**src/rtl/traffic_pkg.sv**
```systemverilog
// rtl/traffic_pkg.sv - state type and light codes shared with the traffic light controller
package traffic_pkg;

    typedef enum logic [1:0] {
        IDLE  = 2'd0,
        WALK  = 2'd1,
        FLASH = 2'd2,
        FAULT = 2'd3
    } ped_state_t;

    localparam logic [2:0] LIGHT_R = 3'b100;
    localparam logic [2:0] LIGHT_Y = 3'b010;
    localparam logic [2:0] LIGHT_G = 3'b001;

    function automatic logic light_legal(input logic [2:0] lights);
        return (lights == LIGHT_R) || (lights == LIGHT_Y) || (lights == LIGHT_G);
    endfunction

endpackage

```
**src/rtl/ped_debounce.sv**
```systemverilog
// rtl/ped_debounce.sv - button synchroniser, debouncer and single-cycle press pulse
module ped_debounce #(
    parameter int DEBOUNCE = 4
) (
    input  logic clk,
    input  logic rst_n,
    input  logic btn_i,
    output logic press_o
);

    localparam int CW = $clog2(DEBOUNCE + 1);

    logic          sync1_q;
    logic          sync2_q;
    logic          level_q;
    logic          press_q;
    logic [CW-1:0] cnt_q;

    // cnt_q counts consecutive synced samples that disagree with the accepted level
    always_ff @(posedge clk) begin
        if (!rst_n) begin
            sync1_q <= 1'b0;
            sync2_q <= 1'b0;
            level_q <= 1'b0;
            press_q <= 1'b0;
            cnt_q   <= '0;
        end else begin
            sync1_q <= btn_i;
            sync2_q <= sync1_q;
            press_q <= 1'b0;
            if (sync2_q == level_q) begin
                cnt_q <= '0;
            end else if (cnt_q == CW'(DEBOUNCE - 1)) begin
                level_q <= sync2_q;
                cnt_q   <= '0;
                press_q <= sync2_q;
            end else begin
                cnt_q <= cnt_q + CW'(1);
            end
        end
    end

    assign press_o = press_q;

endmodule

```
**src/rtl/ped_crossing_ctrl.sv**
```systemverilog
// rtl/ped_crossing_ctrl.sv - pedestrian crossing FSM, tick prescaler, countdown and light fault detector
module ped_crossing_ctrl
    import traffic_pkg::*;
#(
    parameter int TICK_DIV    = 100,
    parameter int WALK_TICKS  = 8,
    parameter int FLASH_TICKS = 6,
    parameter int DEBOUNCE    = 4,
    parameter int CNT_W       = 8
) (
    input  logic             clk,
    input  logic             rst_n,
    input  logic             red,
    input  logic             yellow,
    input  logic             green,
    input  logic             ped_btn,
    output logic             walk,
    output logic             dont_walk,
    output logic [CNT_W-1:0] walk_count,
    output logic             req_pending,
    output logic             fault
);

    localparam int               PW          = $clog2(TICK_DIV);
    localparam logic [CNT_W-1:0] WALK_TOTAL  = CNT_W'(WALK_TICKS + FLASH_TICKS);
    localparam logic [CNT_W-1:0] FLASH_ENTRY = CNT_W'(FLASH_TICKS + 1);

    ped_state_t       state_q, state_d;
    logic [PW-1:0]    pre_q, pre_d;
    logic [CNT_W-1:0] count_q, count_d;
    logic             walk_q, walk_d;
    logic             dw_q, dw_d;
    logic             req_q, req_d;
    logic             fault_q, fault_d;
    logic             red_q;
    logic             bad_q;
    logic             bad_now;
    logic             red_rise;
    logic             tick;
    logic             press;

    ped_debounce #(.DEBOUNCE(DEBOUNCE)) u_debounce (
        .clk     (clk),
        .rst_n   (rst_n),
        .btn_i   (ped_btn),
        .press_o (press)
    );

    assign bad_now  = !light_legal({red, yellow, green});
    assign red_rise = red & ~red_q;
    assign tick     = (pre_q == PW'(TICK_DIV - 1));

    always_comb begin
        state_d = state_q;
        pre_d   = '0;
        count_d = count_q;
        walk_d  = walk_q;
        dw_d    = dw_q;
        req_d   = req_q;
        fault_d = fault_q;

        if (press && (state_q == IDLE || state_q == FLASH)) begin
            req_d = 1'b1;
        end

        if (bad_now && bad_q) begin
            state_d = FAULT;
            walk_d  = 1'b0;
            dw_d    = 1'b1;
            count_d = '0;
            fault_d = 1'b1;
        end else begin
            case (state_q)
                IDLE: begin
                    if (req_q && red_rise) begin
                        state_d = WALK;
                        walk_d  = 1'b1;
                        dw_d    = 1'b0;
                        count_d = WALK_TOTAL;
                        req_d   = 1'b0;
                    end
                end
                WALK, FLASH: begin
                    if (!red) begin
                        state_d = IDLE;
                        walk_d  = 1'b0;
                        dw_d    = 1'b1;
                        count_d = '0;
                    end else begin
                        pre_d = tick ? '0 : pre_q + PW'(1);
                        if (tick) begin
                            if (count_q != '0) begin
                                count_d = count_q - CNT_W'(1);
                            end
                            // Phase boundaries are derived from the remaining count
                            if (state_q == WALK) begin
                                if (count_q == FLASH_ENTRY) begin
                                    state_d = FLASH;
                                    walk_d  = 1'b0;
                                    dw_d    = 1'b1;
                                end
                            end else if (count_q <= CNT_W'(1)) begin
                                state_d = IDLE;
                                dw_d    = 1'b1;
                                count_d = '0;
                            end else begin
                                dw_d = ~dw_q;
                            end
                        end
                    end
                end
                FAULT: begin
                    state_d = FAULT;
                end
                default: begin
                    state_d = IDLE;
                end
            endcase
        end
    end

    always_ff @(posedge clk) begin
        if (!rst_n) begin
            state_q <= IDLE;
            pre_q   <= '0;
            count_q <= '0;
            walk_q  <= 1'b0;
            dw_q    <= 1'b1;
            req_q   <= 1'b0;
            fault_q <= 1'b0;
            red_q   <= 1'b1;
            bad_q   <= 1'b0;
        end else begin
            state_q <= state_d;
            pre_q   <= pre_d;
            count_q <= count_d;
            walk_q  <= walk_d;
            dw_q    <= dw_d;
            req_q   <= req_d;
            fault_q <= fault_d;
            red_q   <= red;
            bad_q   <= bad_now;
        end
    end

    assign walk        = walk_q;
    assign dont_walk   = dw_q;
    assign walk_count  = count_q;
    assign req_pending = req_q;
    assign fault       = fault_q;

endmodule

```
**config.mk**
```make
export PLATFORM = sky130hd
export DESIGN_NAME = ped_crossing_ctrl
export DESIGN_NICKNAME = d
export VERILOG_FILES = /design/src/rtl/traffic_pkg.sv /design/src/rtl/ped_debounce.sv /design/src/rtl/ped_crossing_ctrl.sv
export SDC_FILE = /design/constraint.sdc
export NUM_CORES = 1
export LEC_CHECK = 0
export CORE_MARGIN = 4
export CORE_UTILIZATION = 50
export DETAILED_ROUTE_END_ITERATION = 10
export DONT_BUFFER_PORTS = 1
export GPL_ROUTABILITY_DRIVEN = 0
export GPL_TIMING_DRIVEN = 1
export MAX_ROUTING_LAYER = met4
export PLACE_DENSITY = 0.67
export SYNTH_ARGS = -nofsm -noshare
export SYNTH_HDL_FRONTEND = slang
export SYNTH_SLANG_ARGS = --single-unit
```
**constraint.sdc**
```tcl
create_clock -name clk -period 2.2 [get_ports clk]
set_clock_uncertainty 0.15 [all_clocks]
set_input_delay 0.11 -clock clk [delete_from_list [all_inputs] [get_ports clk]]
set_output_delay 0.11 -clock clk [all_outputs]
set_load 0.05 [all_outputs]
```
Word level (Yosys, flattened, before mapping)
Cells that the tools add are included.
Word-level totals
  bits in registers: 30
  output and inout port bits: 12
Cells by class
  bitwise operators: 8
  $lt $le $gt $ge: 1
  muxes and demuxes: 32
  equality and inequality tests: 19
  add/sub/neg operators: 3
  reduce and logical (&&, ||, !) cells: 20
Operators with widths (count)
  $mux 8: 6
  $pmux 8 s2: 1
  $mux 1: 15
  $mux 2: 7
  $ne 5x5->1 const B: 2
  $ne 3x3->1 const B: 3
  $eq 8x3->1 const B: 1
  $le 8x1->1 const B: 1
  $ne 4x4->1 const B: 2
  $reduce_and 4->1: 2
  $reduce_bool 8->1: 1
  $sub 8x1->8 const B: 1
  $add 7x1->7 const B: 1
  $eq 7x7->1 const B: 1
  $not 1->1: 7
  $eq 3x2->1 const B: 2
  $pmux 2 s3: 1
  $reduce_or 3->1: 2
  $reduce_and 5->1: 1
  $reduce_or 5->1: 1
  $eq 2x2->1 const B: 2
  $pmux 1 s2: 2
  $reduce_or 2->1: 2
  $add 3x1->3 const B: 1
  other kinds (14): 18

Depth between registers and ports, before layout
  depth after elaboration: 7
  depth in mapped cells: 8
  gate-level depth less buffers: 7

Modules after synthesis
Synthesis repeated with hierarchy kept, for this count alone.
Second synthesis, totals
  cells, all modules: 175
  area total of the unflattened synthesis: 1614.0 sq um
Modules (own cells, without submodules)
  ped_crossing_ctrl: cells an instance 156, area each 1366.3 sq um, times used 1, seq. area each 460.4 sq um
  ped_debounce: cells an instance 19, area each 247.7 sq um, times used 1, seq. area each 140.1 sq um

Worst setup path after synthesis
No wires, ideal clock.
  kind: reg2reg
  from: register count_q[0] (netlist: walk_count[0])
  to: register state_q[0]
  path buffers: 0
  stages on the path, launching flop included: 8
  slack: -122 ps
  arrival: 2034 ps
  cell sequence: dfxtp_1 -> inv_1 -> ha_1 -> nor2_1 -> nor4_4 -> o311ai_2 -> mux2i_1 -> a21boi_1
Between the ends
  word-level cells in the longest chain between the ends: 3
  elaborated cells on any way between the ends: 5
  classes of those cells: order compare (1); eq/ne (3); reduce/logical (1)
RTL lines
  start, declared: line ped_crossing_ctrl.sv:30  | logic [CNT_W-1:0] count_q, count_d;
  start signal, assigned: line ped_crossing_ctrl.sv:136  | count_q <= count_d;
  $le 8x1->1 / $eq 8x3->1 (equally long branches): line ped_crossing_ctrl.sv:102, ped_crossing_ctrl.sv:97
  $ne 5x5->1 (no source line)
  $reduce_and 4->1 (no source line) (*)
  end signal, assigned: line ped_crossing_ctrl.sv:134  | state_q <= state_d;
  end, declared: line ped_crossing_ctrl.sv:28  | ped_state_t state_q, state_d;
Every way passes the cells marked *; elsewhere a longest branch is shown, timed or not.
A chain may end at the register's enable or synchronous reset.

Worst setup path after layout
  from: register count_q[0] (netlist: walk_count[0])
  to: register count_q[2] (netlist: walk_count[2])
Between the ends
  word-level cells in the longest chain between the ends: 7
  elaborated cells on any way between the ends: 9
  classes of those cells: add/sub (1); order compare (1); mux (6); reduce/logical (1)
RTL lines
  $sub 8x1->8 / $reduce_bool 8->1 (equally long branches): line ped_crossing_ctrl.sv:93, ped_crossing_ctrl.sv:92
  $mux 8: line ped_crossing_ctrl.sv:92  | if (count_q != '0) begin
  $mux 8: line ped_crossing_ctrl.sv:102  | end else if (count_q <= CNT_W'(1)) begin
  $mux 8 (*): line ped_crossing_ctrl.sv:96  | if (state_q == WALK) begin
  $mux 8 (*): line ped_crossing_ctrl.sv:91  | if (tick) begin
  $mux 8 (*): line ped_crossing_ctrl.sv:84  | if (!red) begin
  $pmux 8 s2 (*): line ped_crossing_ctrl.sv:73  | case (state_q)
Every way passes the cells marked *; elsewhere a longest branch is shown, timed or not. The select of a mux whose other input is x is not followed.

==> flow_summary.ini <==
[clocking]
cts_tree = built
clk_latency_ps = 330
numCtsBuffers = 5
htree_levels = 2
cts_buffer_depth = 2
root_buffer = clkbuf_4
clk_pin_slew_ps = 100
clock_sinks = 30

[power_and_ir_drop]
power_frac_seq = 0.366
power_w = 0.00172
combPwrFrac = 0.394
power.switching_w = 0.000659
clock_power_share = 0.240
switching_share = 0.384
vdd_drop_max_mv = 0.464
p_leak_nw = 0.775
power_density_nw_per_um2 = 900
p_int_w = 0.00106

[timing]
timing.setup.tns_ps = 0
period_minus_slack_ps = 2070
drv_slew = 0
setup_violations = 0
hold_viol = 0
worst_pin_slew_ps = 562
period_share = 0.942
rsz0062_at_grt = false
relSlewSlack = 0.623
fmax_mhz = 482

[placement]
placed_cells = 235
place_hpwl_mm = 2.63
post_dp_cell_area_sq_um = 1760
io_buffers = 0

[layout]
final_common_cell = dfxtp_1
syn_to_final_growth_pct = 16.8
final_core_util = 0.620
drive_above_1_share = 0.180
antenna_cells = 0
post-route-cell-area_sq_um = 1910
most-common-layout-cells = dfxtp_1 (27), nor2_1 (20), buf_4 (15)
final_cells = 249
layout.nets = 223
n_fill_cell = 268

[synth]
synth_area_leaders = dfxtp_1 (37%), ha_1 (10%), nor2_1 (4.6%), a21oi_1 (3.1%), o21ai_0 (3.1%)
ys_async_sr_fraction = 0
synth-seq-area-share = 0.368
synth_ff_type = dfxtp_1
synth_top_area_share = 0.368
syn-cell-area_sq_um = 1630
ys_ff_latch = 30
avgSynthCellArea_sq_um = 8.92
yosysWarnings = 0
yosysTopAreaCell = dfxtp_1
synth_cell_types = 49
synth-edff-count = 0
synth_cells = 183
syn-num-nets = 202

[worst_hold_path]
hp-class = input pin to register

[detailed_routing]
via_count = 1388
wirelength_mm = 3.62
drc = 0
detail_route.vias_per_cell = 5.57
drt_pass1_iterations = 4
drt_iter0_drc = 130
ant_nets = 0
post_drt_wl_per_cell_microns = 14.5

[critical_path]
path_cells = inv_1 > ha_1 > o21bai_1 > a211oi_4 > buf_4 > nor4bb_1 > o21ai_0 > a21oi_1
critPathCaptureType = register
slowest_delay_ps = 360
slowest_stage = dfxtp_2
worstSetupPathType = register to register
required_ps = 2320
start_kind = register
worstPathMaxFanout = 6
cp.arrival_ps = 2190

[job]
drv_cap = 0

[die]
die_w_microns = 65.1
start_util = 0.530
dieHeight_microns = 65.1
io_pins = 18
dieArea_sq_um = 4240
core-area_sq_um = 3080
rows = 20

[global_routing]
antenna_found_initial = 0
grt_max_degree = 14
grt_pass1_wl_mm = 6.32
grt_pass1_vias = 1410
overflow = 0
grt.total_usage = 0.197

[run_status]
status = finished clean
[through the flow]
step	setup slack [ps]	hold slack [ps]
6_report	127	36.3
5_1_grt	51.3	39.2
4_1_cts	89.9	37.9
3_5_place_dp	118	38.9
3_3_place_gp	128	36.7
2_1_floorplan	68.5	87.3
[registers in the layout (all words and copies together), names as in the netlist]
| register | cells |
|---|---|
| pre_q | 7 |
| req_pending | 1 |
| state_q | 2 |
| red_q | 1 |
| walk | 1 |
| u_debounce.level_q | 1 |
| bad_q | 1 |
| u_debounce.sync2_q | 1 |
| u_debounce.cnt_q | 3 |
| fault | 1 |
| u_debounce.press_o | 1 |
| u_debounce.sync1_q | 1 |
| walk_count | 8 |
| dont_walk | 1 |
[critical path: cells and delay by family, from the launching register on]
kind                     cells  cell delay [ps]
AO/OA/AOI/OAI                4              680
flip-flops                   1              360
AND/OR/NAND/NOR              1              290
buffers and inverters        2              260
adder cells (fa/ha/maj)      1              260
[final timing paths]
| kind | startpoint | endpoint | slack [ps] | cells past startpoint |
|---|---|---|---|---|
| hold / removal | red | state_q[1]$_SDFFE_PN0P_ | 40 | 4 |
| setup reg to reg | walk_count[0]$_SDFFE_PP0P_ | walk_count[2]$_SDFFE_PP0P_ | 130 | 8 |
| hold reg to reg | u_debounce.sync1_q$_SDFF_PN0_ | u_debounce.sync2_q$_SDFF_PN0_ | 290 | 1 |
| setup / recovery | walk_count[0]$_SDFFE_PP0P_ | walk_count[2]$_SDFFE_PP0P_ | 130 | 8 |
[area by class of cell]
cell class / instances / area (sq um) / share of cell area
Multi-Input combinational cell: 134 / 957 / 0.502
Inverter: 13 / 48.8 / 0.0256
Clock buffer: 8 / 78.8 / 0.0413
Tap cell: 44 / 55.1 / 0.0289
Sequential cell: 30 / 604 / 0.317
Timing Repair Buffer: 20 / 163 / 0.0853
[power groups by stage]
stage / logic (W) / registers (W) / clock network, W
floorplan: 0.000420 / 0.000708 / 0
global placement: 0.000613 / 0.000638 / 0
global route: 0.000733 / 0.000635 / 0.000458
CTS: 0.000643 / 0.000628 / 0.000427
detailed placement: 0.000629 / 0.000641 / 0
finish: 0.000676 / 0.000628 / 0.000412
[routing by layer]
metal  global-route usage  wire length (microns)
met2                0.324                   1800
met5                    -                      0
met1                0.225                   1590
met4               0.0855                     65
met3               0.0564                    168
[cells by family (layout without fill, tap and decap cells)]
logic type	count (synthesis)	after routing	synth area share
xor+xnor	7	7	0.0375
simple gates	73	73	0.267
buf+inv	19	41	0.0506
flops	30	30	0.368
fa+ha+maj	13	13	0.0996
compound gates	38	38	0.159
mux	3	3	0.0184
[cell usage after synthesis, types with 2 or more instances]
| library cell | instances |
|---|---|
| a21boi_1 | 2 |
| a21oi_1 | 10 |
| and2_1 | 4 |
| buf_2 | 3 |
| clkbuf_1 | 2 |
| dfxtp_1 | 30 |
| ha_1 | 13 |
| inv_1 | 13 |
| mux2i_1 | 3 |
| nand2_1 | 9 |
| nand3_1 | 4 |
| nand3b_1 | 4 |
| nand4_1 | 3 |
| nand4b_1 | 4 |
| nor2_1 | 20 |
| nor3_1 | 7 |
| nor3b_1 | 2 |
| nor4bb_1 | 2 |
| o211ai_1 | 3 |
| o21ai_0 | 10 |
| o31ai_1 | 2 |
| xnor2_1 | 4 |
| xor2_1 | 3 |
[what timing repair did]
item | 4_1_cts | 5_1_grt
hold buffers | 5 | 0
buffers inserted | 0 | 1
hold endpoints to repair | 23 | 0
setup endpoints to repair | 0 | 5
gates resized for setup | 0 | 3
(Power assumes the default switching activity.)
